## src/rtl/uart_pkg.sv

```systemverilog
// Shared definitions for the UART receive path: FSM state encoding and
// frame/oversampling constants.
package uart_pkg;

  typedef enum logic [2:0] {
    IDLE,
    START,
    DATA,
    STOP,
    WAIT_HIGH
  } rx_state_t;

  localparam int OVERSAMPLE = 16;
  localparam int SC_W       = $clog2(OVERSAMPLE);
  localparam logic [SC_W-1:0] MID_SAMPLE  = SC_W'(7);
  localparam logic [SC_W-1:0] LAST_SAMPLE = SC_W'(15);

  localparam int FRAME_BITS = 8;
  localparam int BI_W       = $clog2(FRAME_BITS);

endpackage

```

## src/rtl/rx_fifo.sv

```systemverilog
// Receive byte FIFO: DEPTH entries, first-word fall-through head, occupancy count.
module rx_fifo
  import uart_pkg::*;
#(
  parameter int DEPTH = 4,
  parameter int WIDTH = FRAME_BITS
) (
  input  logic                     clk,
  input  logic                     rst,
  input  logic                     push,
  input  logic                     pop,
  input  logic [WIDTH-1:0]         din,
  output logic [WIDTH-1:0]         dout,
  output logic                     full,
  output logic                     empty,
  output logic [$clog2(DEPTH):0]   count
);

  localparam int AW = $clog2(DEPTH);
  localparam int CW = AW + 1;

  logic [WIDTH-1:0] mem [DEPTH];
  logic [AW-1:0]    wr_ptr;
  logic [AW-1:0]    rd_ptr;
  logic             do_push;
  logic             do_pop;

  assign empty   = (count == '0);
  assign full    = (count == CW'(DEPTH));
  assign do_pop  = pop && !empty;
  // A full FIFO still accepts a byte when the same cycle frees a slot.
  assign do_push = push && (!full || do_pop);

  // Empty head reads as zero so the unreset storage never reaches the bus.
  assign dout = empty ? '0 : mem[rd_ptr];

  // NOTE: storage has no reset; validity is tracked by the pointers and count.
  always_ff @(posedge clk) begin
    if (do_push) mem[wr_ptr] <= din;
  end

  always_ff @(posedge clk or posedge rst) begin
    if (rst) begin
      wr_ptr <= '0;
      rd_ptr <= '0;
      count  <= '0;
    end else begin
      if (do_push) wr_ptr <= wr_ptr + AW'(1);
      if (do_pop)  rd_ptr <= rd_ptr + AW'(1);
      case ({do_push, do_pop})
        2'b10:   count <= count + CW'(1);
        2'b01:   count <= count - CW'(1);
        default: ;
      endcase
    end
  end

endmodule

```

## src/rtl/uart_receive_buffer.sv

```systemverilog
// 16x-oversampled 8N1 receiver with programmable baud divisor, feeding a
// small byte FIFO and sticky framing/overrun status.
module uart_receive_buffer
  import uart_pkg::*;
#(
  parameter int DEPTH = 4
) (
  input  logic                   CLK,
  input  logic                   RST,
  input  logic                   EN,
  input  logic                   RX,
  input  logic [7:0]             DIVISOR,
  input  logic                   RD,
  input  logic                   CLR_ERR,
  output logic [7:0]             DATA_OUT,
  output logic                   DATA_AVAIL,
  output logic                   FULL,
  output logic                   FRAME_ERR,
  output logic                   OVERRUN,
  output logic                   BUSY,
  output logic [$clog2(DEPTH):0] COUNT
);

  logic                  rx_meta;
  logic                  rx_s;
  logic [7:0]            tick_cnt;
  logic                  tick;
  rx_state_t             state, state_next;
  logic [SC_W-1:0]       sc, sc_next;
  logic [BI_W-1:0]       bi, bi_next;
  logic [FRAME_BITS-1:0] shift, shift_next;
  logic                  push;
  logic                  ferr_set;
  logic                  overrun_set;
  logic                  empty;

  // NOTE: non-blocking so rx_s takes the previous rx_meta: two real flop stages.
  always_ff @(posedge CLK or posedge RST) begin
    if (RST) begin
      rx_meta <= 1'b1;
      rx_s    <= 1'b1;
    end else begin
      rx_meta <= RX;
      rx_s    <= rx_meta;
    end
  end

  assign tick = EN && (tick_cnt == DIVISOR);

  always_ff @(posedge CLK or posedge RST) begin
    if (RST)               tick_cnt <= '0;
    else if (!EN || tick)  tick_cnt <= '0;
    else                   tick_cnt <= tick_cnt + 8'd1;
  end

  always_ff @(posedge CLK or posedge RST) begin
    if (RST) begin
      state <= IDLE;
      sc    <= '0;
      bi    <= '0;
      shift <= '0;
    end else begin
      state <= state_next;
      sc    <= sc_next;
      bi    <= bi_next;
      shift <= shift_next;
    end
  end

  always_comb begin
    // NOTE: every target gets a default first so no path can infer a latch.
    state_next = state;
    sc_next    = sc;
    bi_next    = bi;
    shift_next = shift;
    if (!EN) begin
      state_next = IDLE;
      sc_next    = '0;
      bi_next    = '0;
    end else if (tick) begin
      case (state)
        IDLE: if (!rx_s) begin
          state_next = START;
          sc_next    = '0;
        end
        START: begin
          if (sc == MID_SAMPLE) begin
            if (rx_s) begin
              state_next = IDLE;
            end else begin
              state_next = DATA;
              sc_next    = '0;
              bi_next    = '0;
            end
          end else begin
            sc_next = sc + SC_W'(1);
          end
        end
        DATA: begin
          sc_next = sc + SC_W'(1);
          if (sc == LAST_SAMPLE) begin
            shift_next[bi] = rx_s;
            if (bi == BI_W'(FRAME_BITS - 1)) state_next = STOP;
            else                             bi_next    = bi + BI_W'(1);
          end
        end
        STOP: begin
          sc_next = sc + SC_W'(1);
          if (sc == LAST_SAMPLE) state_next = rx_s ? IDLE : WAIT_HIGH;
        end
        WAIT_HIGH: if (rx_s) state_next = IDLE;
        default: state_next = IDLE;
      endcase
    end
  end

  always_comb begin
    BUSY     = (state != IDLE);
    push     = EN && tick && (state == STOP) && (sc == LAST_SAMPLE) && rx_s;
    ferr_set = EN && tick && (state == STOP) && (sc == LAST_SAMPLE) && !rx_s;
  end

  // A full FIFO is never empty, so RD here always frees the slot for the push.
  assign overrun_set = push && FULL && !RD;

  always_ff @(posedge CLK or posedge RST) begin
    if (RST) begin
      FRAME_ERR <= 1'b0;
      OVERRUN   <= 1'b0;
    end else begin
      if (ferr_set)     FRAME_ERR <= 1'b1;
      else if (CLR_ERR) FRAME_ERR <= 1'b0;
      if (overrun_set)  OVERRUN   <= 1'b1;
      else if (CLR_ERR) OVERRUN   <= 1'b0;
    end
  end

  rx_fifo #(
    .DEPTH (DEPTH),
    .WIDTH (FRAME_BITS)
  ) u_fifo (
    .clk   (CLK),
    .rst   (RST),
    .push  (push),
    .pop   (RD),
    .din   (shift),
    .dout  (DATA_OUT),
    .full  (FULL),
    .empty (empty),
    .count (COUNT)
  );

  assign DATA_AVAIL = !empty;

endmodule

```

## config.mk

```make
export PLATFORM = sky130hd
export DESIGN_NAME = uart_receive_buffer
export DESIGN_NICKNAME = d
export VERILOG_FILES = /design/src/rtl/uart_pkg.sv /design/src/rtl/rx_fifo.sv /design/src/rtl/uart_receive_buffer.sv
export SDC_FILE = /design/constraint.sdc
export NUM_CORES = 1
export LEC_CHECK = 0
export BUFFER_PORTS_ARGS = -buffer_cell sky130_fd_sc_hd__buf_2
export CAP_MARGIN = 10
export CELL_PAD_IN_SITES_DETAIL_PLACEMENT = 2
export CELL_PAD_IN_SITES_GLOBAL_PLACEMENT = 2
export CORE_UTILIZATION = 25
export CTS_CLUSTER_DIAMETER = 120
export CTS_CLUSTER_SIZE = 40
export DETAILED_ROUTE_END_ITERATION = 8
export PLACE_DENSITY = 0.56
export SYNTH_ARGS = -nofsm -noshare
export SYNTH_HDL_FRONTEND = slang
export SYNTH_SLANG_ARGS = --single-unit
```

## constraint.sdc

```tcl
create_clock -name CLK -period 2.75 [get_ports CLK]
set_input_delay 0.4125 -clock CLK [delete_from_list [all_inputs] [get_ports CLK]]
set_output_delay 0.4125 -clock CLK [all_outputs]
set_load 0.1 [all_outputs]
```

==> flow_summary.yaml, run 1 <==
finish:
  final_area_um2: 4100
  instances_no_fill: 495
  area_delta_synth_final_pct: 20.2
  layout-drive-gt1-share: 0.273
  nets: 337
  diodes: 0
worst_setup_path:
  arrival_ns: 2.09
  crit_path_max_incr_delay_ns: 0.51
  start_kind: "register"
  critical_path_class: "register to output port"
  critPathRequiredTime_ns: 2.34
  crit_chain: "buf_4 -> mux4_2 -> and2_2 -> buf_2"
  crit_fanout: 6
  cp_top_family: "buffers and inverters"
  end_kind: "output port"
  r2r_cells: 9
  crit_buf_inv: 2
  worst-path-stages: 4
  cpMaxStageDelayCell: "dfrtp_1"
sta:
  finalCritPeriodShare: 0.909
  slew_headroom: 0.619
  finalClockSkew_ns: 0.00829
  tightest_slew_ns: 0.570
  max_freq_mhz: 400
  setup_slack_ns: 0.251
  rsz0062_at_grt: "no"
  hold_violations: 0
  setup_total_negative_slack_ns: 0
  setup_viol: 0
  min_period_ns: 2.50
  slew_viol_final: 0
synthesis:
  synth-async-reset-ratio: 0.536
  synth_common_cells: "dfrtp_1 (35), edfxtp_1 (32), nand2_1 (20)"
  synth_ff_type: "dfrtp_1"
  syn_inst: 277
  netlist.area_leader.share: 0.282
  ys_ff_latch: 69
  yosys.area.top_type: "edfxtp_1"
  syn_nets: 300
  ys_warn_count: 0
  yosysMostFrequentCell: "dfrtp_1"
  synth_cell_types: 51
  synth_area_um2: 3410
  synthTopCellsByArea: "edfxtp_1 (28%), dfrtp_1 (26%), mux4_2 (5.3%)"
  yosysSeqAreaShare: 0.554
  syn_area_per_cell_um2: 12.3
  synth_edf_count: 32
cts:
  ctsHoldBuffers: 0
  cts_resized: 0
  numCtsBuffers: 9
  htreeDepth: 3
  path_clk_slew_ns: 0.06
  clk_latency_ns: 0.34
  clockRootBuffer: "clkbuf_16"
  cts_max_path_buffers: 2
  cts_tree: "yes"
  clock-sinks: 69
  post_cts_buffers: 0
drt:
  drc: 0
  drt-total-wl_um: 8230
  ant_nets: 0
  avgViaCountPerCell: 4.68
  drt_iter0_drc: 109
  wl_per_cell_um: 16.6
  vias: 2315
  drt_first_pass_iters: 4
placement:
  placed_cell_area_um2: 3810
  dpl.cell_count: 479
  dp_hpwl_um: 5920
  port_buffers: 29
  place_ws_ns: 0.300
  globalplace.congestion: 0.718
global_routing:
  global_route.usage.met3: 0.0330
  grt_pass1_vias: 2555
  grt-busiest-layer: "met2"
  grt_max_degree: 38
  grt-ovfl-total: 0
  use_met2: 0.207
  grt_usage: 0.130
  grt_first_pass_wirelength_um: 13800
  antenna_found_initial: 0
  grt_use_met1: 0.168
floorplanning:
  core_um2: 13300
  die_y_um: 119
  dieArea_um2: 14100
  start_util: 0.257
  ioPinCount: 30
  rows: 42
  die_w_um: 119
pwr:
  ir_drop_mv: 0.280
  powerDensity_nw_per_um2: 748
  p_leak_nw: 1.74
hold_path:
  hold_path.class: "input pin to register"
  hold_depth: 1
outcome:
  outcome: "finished clean"
run:
  cap_violations: 0
[where the power goes]
part | total [mW] | switching, mW | internal, mW | leakage (nW)
clock | 1.15 | 0.446 | 0.700 | 0.140
combinational | 0.686 | 0.498 | 0.189 | 0.753
sequential | 1.24 | 0.118 | 1.12 | 0.849
[metrics by stage]
stage          hold slack, ns  power (mW)  utilization
5_1_grt                 0.164        3.21        0.309
6_report                0.175        3.07        0.309
4_1_cts                 0.155        3.13        0.309
3_5_place_dp            0.350        1.96        0.287
3_3_place_gp            0.348        1.95        0.287
2_1_floorplan           0.345        1.80            -
[final cells by class]
| type | count | area, um2 |
|---|---|---|
| clock buffers | 10 | 229 |
| clock inverters | 6 | 63.8 |
| fillers | 1428 | 9190 |
| inverters | 11 | 41.3 |
| multi-input cells | 183 | 1430 |
| flip-flops and latches | 69 | 1890 |
| well taps | 176 | 220 |
| repair buffers | 40 | 228 |
[worst paths after layout]
check / from / slack, ns / end
max in group asynchronous: RST / 2.16 / u_fifo.count[0]
min reg2reg: rx_meta / 0.36 / rx_s
min in group asynchronous: RST / 0.21 / u_fifo.count[2]
max reg2reg: rx_s / 0.32 / u_fifo.count[2]
max: u_fifo.rd_ptr[0] / 0.25 / DATA_OUT[0]
min: RX / 0.17 / rx_meta
[worst reg2reg max path, delay by kind of cell (launching register included)]
| family | cells | cell delay, ns |
|---|---|---|
| flip-flops | 1 | 0.72 |
| multiplexers | 1 | 0.09 |
| adder cells (fa/ha/maj) | 1 | 0.41 |
| AO/OA/AOI/OAI | 1 | 0.09 |
| AND/OR/NAND/NOR | 6 | 1.05 |
[placed cells by master, fill, tap and decap left out, types with 4 or more instances in the layout]
cell / synthesis / final
mux4_2: 8 / 8
dfrtp_1: 35 / 33
nand3_1: 11 / 11
and3_1: 8 / 8
nand4b_1: 4 / 4
and2_2: 0 / 8
edfxtp_1: 32 / 32
a21oi_1: 6 / 6
nor2_1: 17 / 17
inv_1: 11 / 11
buf_2: 3 / 29
and2_1: 12 / 4
mux2i_1: 8 / 8
nor4_1: 4 / 4
ha_1: 8 / 8
nand4_1: 6 / 6
buf_4: 1 / 11
nand2_1: 20 / 20
xnor2_1: 13 / 13
clkbuf_16: 0 / 9
mux2_2: 9 / 9
a31oi_1: 4 / 4
xor2_1: 6 / 6
[cell families (layout without fill, tap and decap cells)]
kind of cell | Yosys count | in the layout | share of synthesized area
simple gates | 102 | 102 | 0.163
flops | 69 | 69 | 0.554
compound gates | 28 | 28 | 0.0598
mux | 25 | 25 | 0.106
buf+inv | 25 | 67 | 0.0341
xor+xnor | 19 | 19 | 0.0488
fa+ha+maj | 9 | 9 | 0.0352
[flip-flops by register name (all words and copies together) (netlist names)]
register and count:
u_fifo.wr_ptr 2, state 3, tick_cnt 8, sc 4
rx_s 1, u_fifo.count 3, rx_meta 1, FRAME_ERR 1
u_fifo.rd_ptr 2, shift 8, OVERRUN 1, bi 3
u_fifo.mem 32
[routing by layer]
layer	routed length, um	vias to the layer above
li1	-	1085
met1	3770	1187
met2	4080	33
met3	249	10
met4	135	0
met5	0	-
Note: power is estimated with default switching activity, not from simulation.
==> inputs of run 2 (changes only) <==
- clock period: 2.75 -> 3.18 ns (I/O delays scaled with it)
==> flow_summary.yaml, run 2 (synthesis results as in run 1) <==
finish:
  largest_register_ffs: 32
  multi_input_area_um2: 1410
  layout-drive-gt1-share: 0.233
  area_delta_synth_final_pct: 18.7
  regMostFlops: "u_fifo.mem"
  final_common_cell: "dfrtp_1"
  regArea_um2: 1890
  final_cell_mix: "dfrtp_1 (35), edfxtp_1 (32), buf_2 (29), nand2_1 (20), nor2_1 (17)"
  fillers: 1470
  reg_top3: "u_fifo.mem (32), shift (8), tick_cnt (8)"
  nets: 331
  diodes: 0
floorplanning:
  start_util: 0.257
  ioPinCount: 30
  die_w_um: 119
  dieArea_um2: 14100
  core_um2: 13300
  rows: 42
  die_y_um: 119
sta:
  finalClockSkew_ns: 0.00417
  tightest_slew_ns: 0.667
  setup_viol: 0
  finalCritPeriodShare: 0.821
  setup_slack_ns: 0.570
  hold_violations: 0
  min_period_ns: 2.61
  setup_total_negative_slack_ns: 0
  slew_headroom: 0.552
  rsz0062_at_grt: "no"
  slew_viol_final: 0
  max_freq_mhz: 383
cts:
  cts_resized: 0
  path_clk_slew_ns: 0.06
  ctsHoldBuffers: 0
  clockRootBuffer: "clkbuf_16"
  numCtsBuffers: 9
  htreeDepth: 3
  cts_tree: "yes"
  cts_max_path_buffers: 2
  clk_latency_ns: 0.34
  post_cts_buffers: 0
  clock-sinks: 69
drt:
  vias: 2284
  avgViaCountPerCell: 4.67
  drt-total-wl_um: 8480
  drc: 0
  ant_nets: 0
  wl_per_cell_um: 17.3
  drt_iter0_drc: 92
  drt_first_pass_iters: 6
worst_setup_path:
  end_kind: "output port"
  startpoint: "u_fifo.rd_ptr[0]"
  critical_path_class: "register to output port"
  rr_startpoint: "state[1]"
  arrival_ns: 2.13
  start_kind: "register"
  crit_fanout: 10
  critPathRequiredTime_ns: 2.70
  reg2reg_to: "u_fifo.count[2]"
  reg2reg_slack_ns: 0.66
  r2r_cells: 9
  crit_end: "DATA_OUT[1]"
global_routing:
  grt_max_degree: 24
  antenna_found_initial: 0
  grt_first_pass_wirelength_um: 14100
  grt-ovfl-total: 0
  grt_pass1_vias: 2529
  grt_usage: 0.133
pwr:
  ir_drop_mv: 0.225
  p_leak_nw: 1.71
  p_total_mw: 2.69
  powerDensity_nw_per_um2: 664
placement:
  globalplace.congestion: 0.758
  dp_hpwl_um: 6160
  place_ws_ns: 0.527
  port_buffers: 29
run:
  cap_violations: 0
hold_path:
  hold_path.class: "input pin to async pin"
outcome:
  outcome: "finished clean"
run 2: where the power goes:
part | internal (mW) | switching [mW]
clock | 0.618 | 0.425
combinational | 0.152 | 0.412
sequential | 0.964 | 0.120
total | 1.73 | 0.957
run 2: worst min-delay path by stage:
stage                     startpoint  slack, ns  cells past startpoint       to
after global routing              RX       0.23                      1  rx_meta
after CTS                        RST       0.22                      2    sc[1]
final                            RST       0.22                      2    sc[1]
after floorplan              rx_meta       0.35                      0     rx_s
after detailed placement     rx_meta       0.35                      0     rx_s
after global placement       rx_meta       0.35                      0     rx_s
run 2: stage by stage:
| step | hold slack, ns | area [um2] | std cells | utilization |
|---|---|---|---|---|
| 2_1_floorplan | 0.345 | 3420 | 277 | - |
| 3_3_place_gp | 0.349 | 3750 | 473 | 0.282 |
| 3_5_place_dp | 0.349 | 3750 | 473 | 0.282 |
| 4_1_cts | 0.216 | 4050 | 489 | 0.305 |
| 5_1_grt | 0.228 | 4050 | 489 | 0.305 |
| 6_report | 0.221 | 4050 | 489 | 0.305 |
run 2: final cells by class:
class	count	share of cell area
Sequential cell	69	0.466
Inverter	11	0.0102
Clock inverter	7	0.0201
Tap cell	176	0.0543
Multi-Input combinational cell	183	0.349
Timing Repair Buffer	34	0.0451
Clock buffer	9	0.0556
run 2: critical path: stages (launching register included):
cell,delay [ns]
dfrtp_1,0.74
mux4_2,0.59
and2_1,0.18
buf_2,0.29
run 2: per-layer routing:
metal,up-vias,share of wire,GRT usage
met1,1163,0.46,0.166
met5,-,0,0
met2,27,0.50,0.217
met4,0,0.019,0.0625
li1,1082,-,-
met3,12,0.024,0.0292
==> inputs of run 3 (changes only) <==
- clock period: 3.18 -> 2.45 ns (I/O delays scaled with it)
==> flow_summary.yaml, run 3 (synthesis results as in run 1) <==
global_routing:
  grt_pass1_vias: 2629
  antenna_found_initial: 0
  grt_max_degree: 38
  grt_first_pass_wirelength_um: 13900
  grt-ovfl-total: 0
  grt_usage: 0.127
drt:
  drt-total-wl_um: 7970
  drc: 0
  drt_iter0_drc: 85
  vias: 2359
  avgViaCountPerCell: 4.68
  wl_per_cell_um: 15.8
  ant_nets: 0
  drt_first_pass_iters: 4
worst_setup_path:
  crit_path_max_incr_delay_ns: 0.53
  cpMaxStageDelayCell: "mux4_2"
  crit_chain: "buf_4 -> mux4_2 -> and2_2 -> buf_2"
  critical_path_class: "register to output port"
  end_kind: "output port"
  arrival_ns: 1.94
  critPathRequiredTime_ns: 2.08
  start_kind: "register"
  crit_fanout: 9
floorplanning:
  rows: 42
  dieArea_um2: 14100
  core_um2: 13300
  die_w_um: 119
  start_util: 0.257
  die_y_um: 119
  ioPinCount: 30
placement:
  dp_hpwl_um: 5830
  port_buffers: 29
  placed_cell_area_um2: 3880
  globalplace.congestion: 0.705
sta:
  finalCritPeriodShare: 0.942
  min_period_ns: 2.31
  max_freq_mhz: 433
  tightest_slew_ns: 0.515
  slew_viol_final: 0
  rsz0062_at_grt: "no"
  slew_headroom: 0.657
  setup_total_negative_slack_ns: 0
  finalClockSkew_ns: 0.00645
  setup_viol: 0
  hold_violations: 0
cts:
  clock-sinks: 69
  clk_latency_ns: 0.33
  cts_max_path_buffers: 2
  cts_tree: "yes"
  numCtsBuffers: 9
  ctsHoldBuffers: 0
  htreeDepth: 3
  post_cts_buffers: 0
  clockRootBuffer: "clkbuf_16"
  path_clk_slew_ns: 0.06
pwr:
  powerDensity_nw_per_um2: 831
  p_leak_nw: 1.79
  ir_drop_mv: 0.255
finish:
  reg_top3: "u_fifo.mem (32), shift (8), tick_cnt (8)"
  diodes: 0
  largest_register_ffs: 32
  final_area_um2: 4180
  layout-drive-gt1-share: 0.305
  regMostFlops: "u_fifo.mem"
  nets: 346
  area_delta_synth_final_pct: 22.5
  final_cell_mix: "dfrtp_1 (32), edfxtp_1 (32), buf_2 (29), nand2_1 (20), buf_4 (20)"
hold_path:
  hold_path.class: "input pin to register"
run:
  cap_violations: 0
outcome:
  outcome: "finished clean"
-- run 3: final cells by class --
class	count	area (um2)
fillers	1435	9110
multi-input cells	183	1430
inverters	11	41.3
flip-flops and latches	69	1890
clock buffers	9	225
repair buffers	49	295
well taps	176	220
clock inverters	7	72.6
-- run 3: per-layer routing --
metal | vias to the layer above | GRT usage | share of wire
met2 | 25 | 0.217 | 0.50
met1 | 1218 | 0.158 | 0.47
met4 | 0 | 0.0356 | 0.012
met3 | 8 | 0.0321 | 0.023
li1 | 1108 | - | -
met5 | - | 0 | 0
-- run 3: final timing paths --
path,from,depth (start not counted),slack (ns),to
setup / recovery,u_fifo.rd_ptr[0],4,0.14,DATA_OUT[6]
hold / removal,RX,1,0.13,rx_meta
setup reg to reg,tick_cnt[0],9,0.21,u_fifo.count[2]
hold reg to reg,rx_meta,0,0.37,rx_s
max in group asynchronous,RST,3,1.91,u_fifo.count[0]
min in group asynchronous,RST,3,0.16,u_fifo.wr_ptr[1]
-- run 3: what timing repair did --
item,4_1_cts,5_1_grt
endpoints found under the hold margin,0,0
resized for setup,0,1
setup endpoints to repair,0,1
-- run 3: worst max-delay path, delay by kind of cell, from the launching register on --
family | cells | cell delay (ns)
mux | 1 | 0.53
buf+inv | 2 | 0.51
flops | 1 | 0.36
simple gates | 1 | 0.20
-- run 3: power breakdown --
group	switching [mW]	total, mW	internal (mW)
clock	0.513	1.30	0.791
combinational	0.575	0.802	0.227
sequential	0.113	1.37	1.26
-- run 3: metrics by stage --
stage | power (mW) | setup slack, ns | cells | utilization | hold WS (ns)
6_report | 3.48 | 0.143 | 504 | 0.315 | 0.134
5_1_grt | 3.64 | 0.00330 | 504 | 0.315 | 0.121
4_1_cts | 3.55 | 0.0998 | 504 | 0.314 | 0.122
3_5_place_dp | 2.22 | 0.0865 | 488 | 0.292 | 0.355
3_3_place_gp | 2.21 | 0.190 | 488 | 0.292 | 0.353
2_1_floorplan | 2.03 | 0.0144 | 277 | - | 0.345
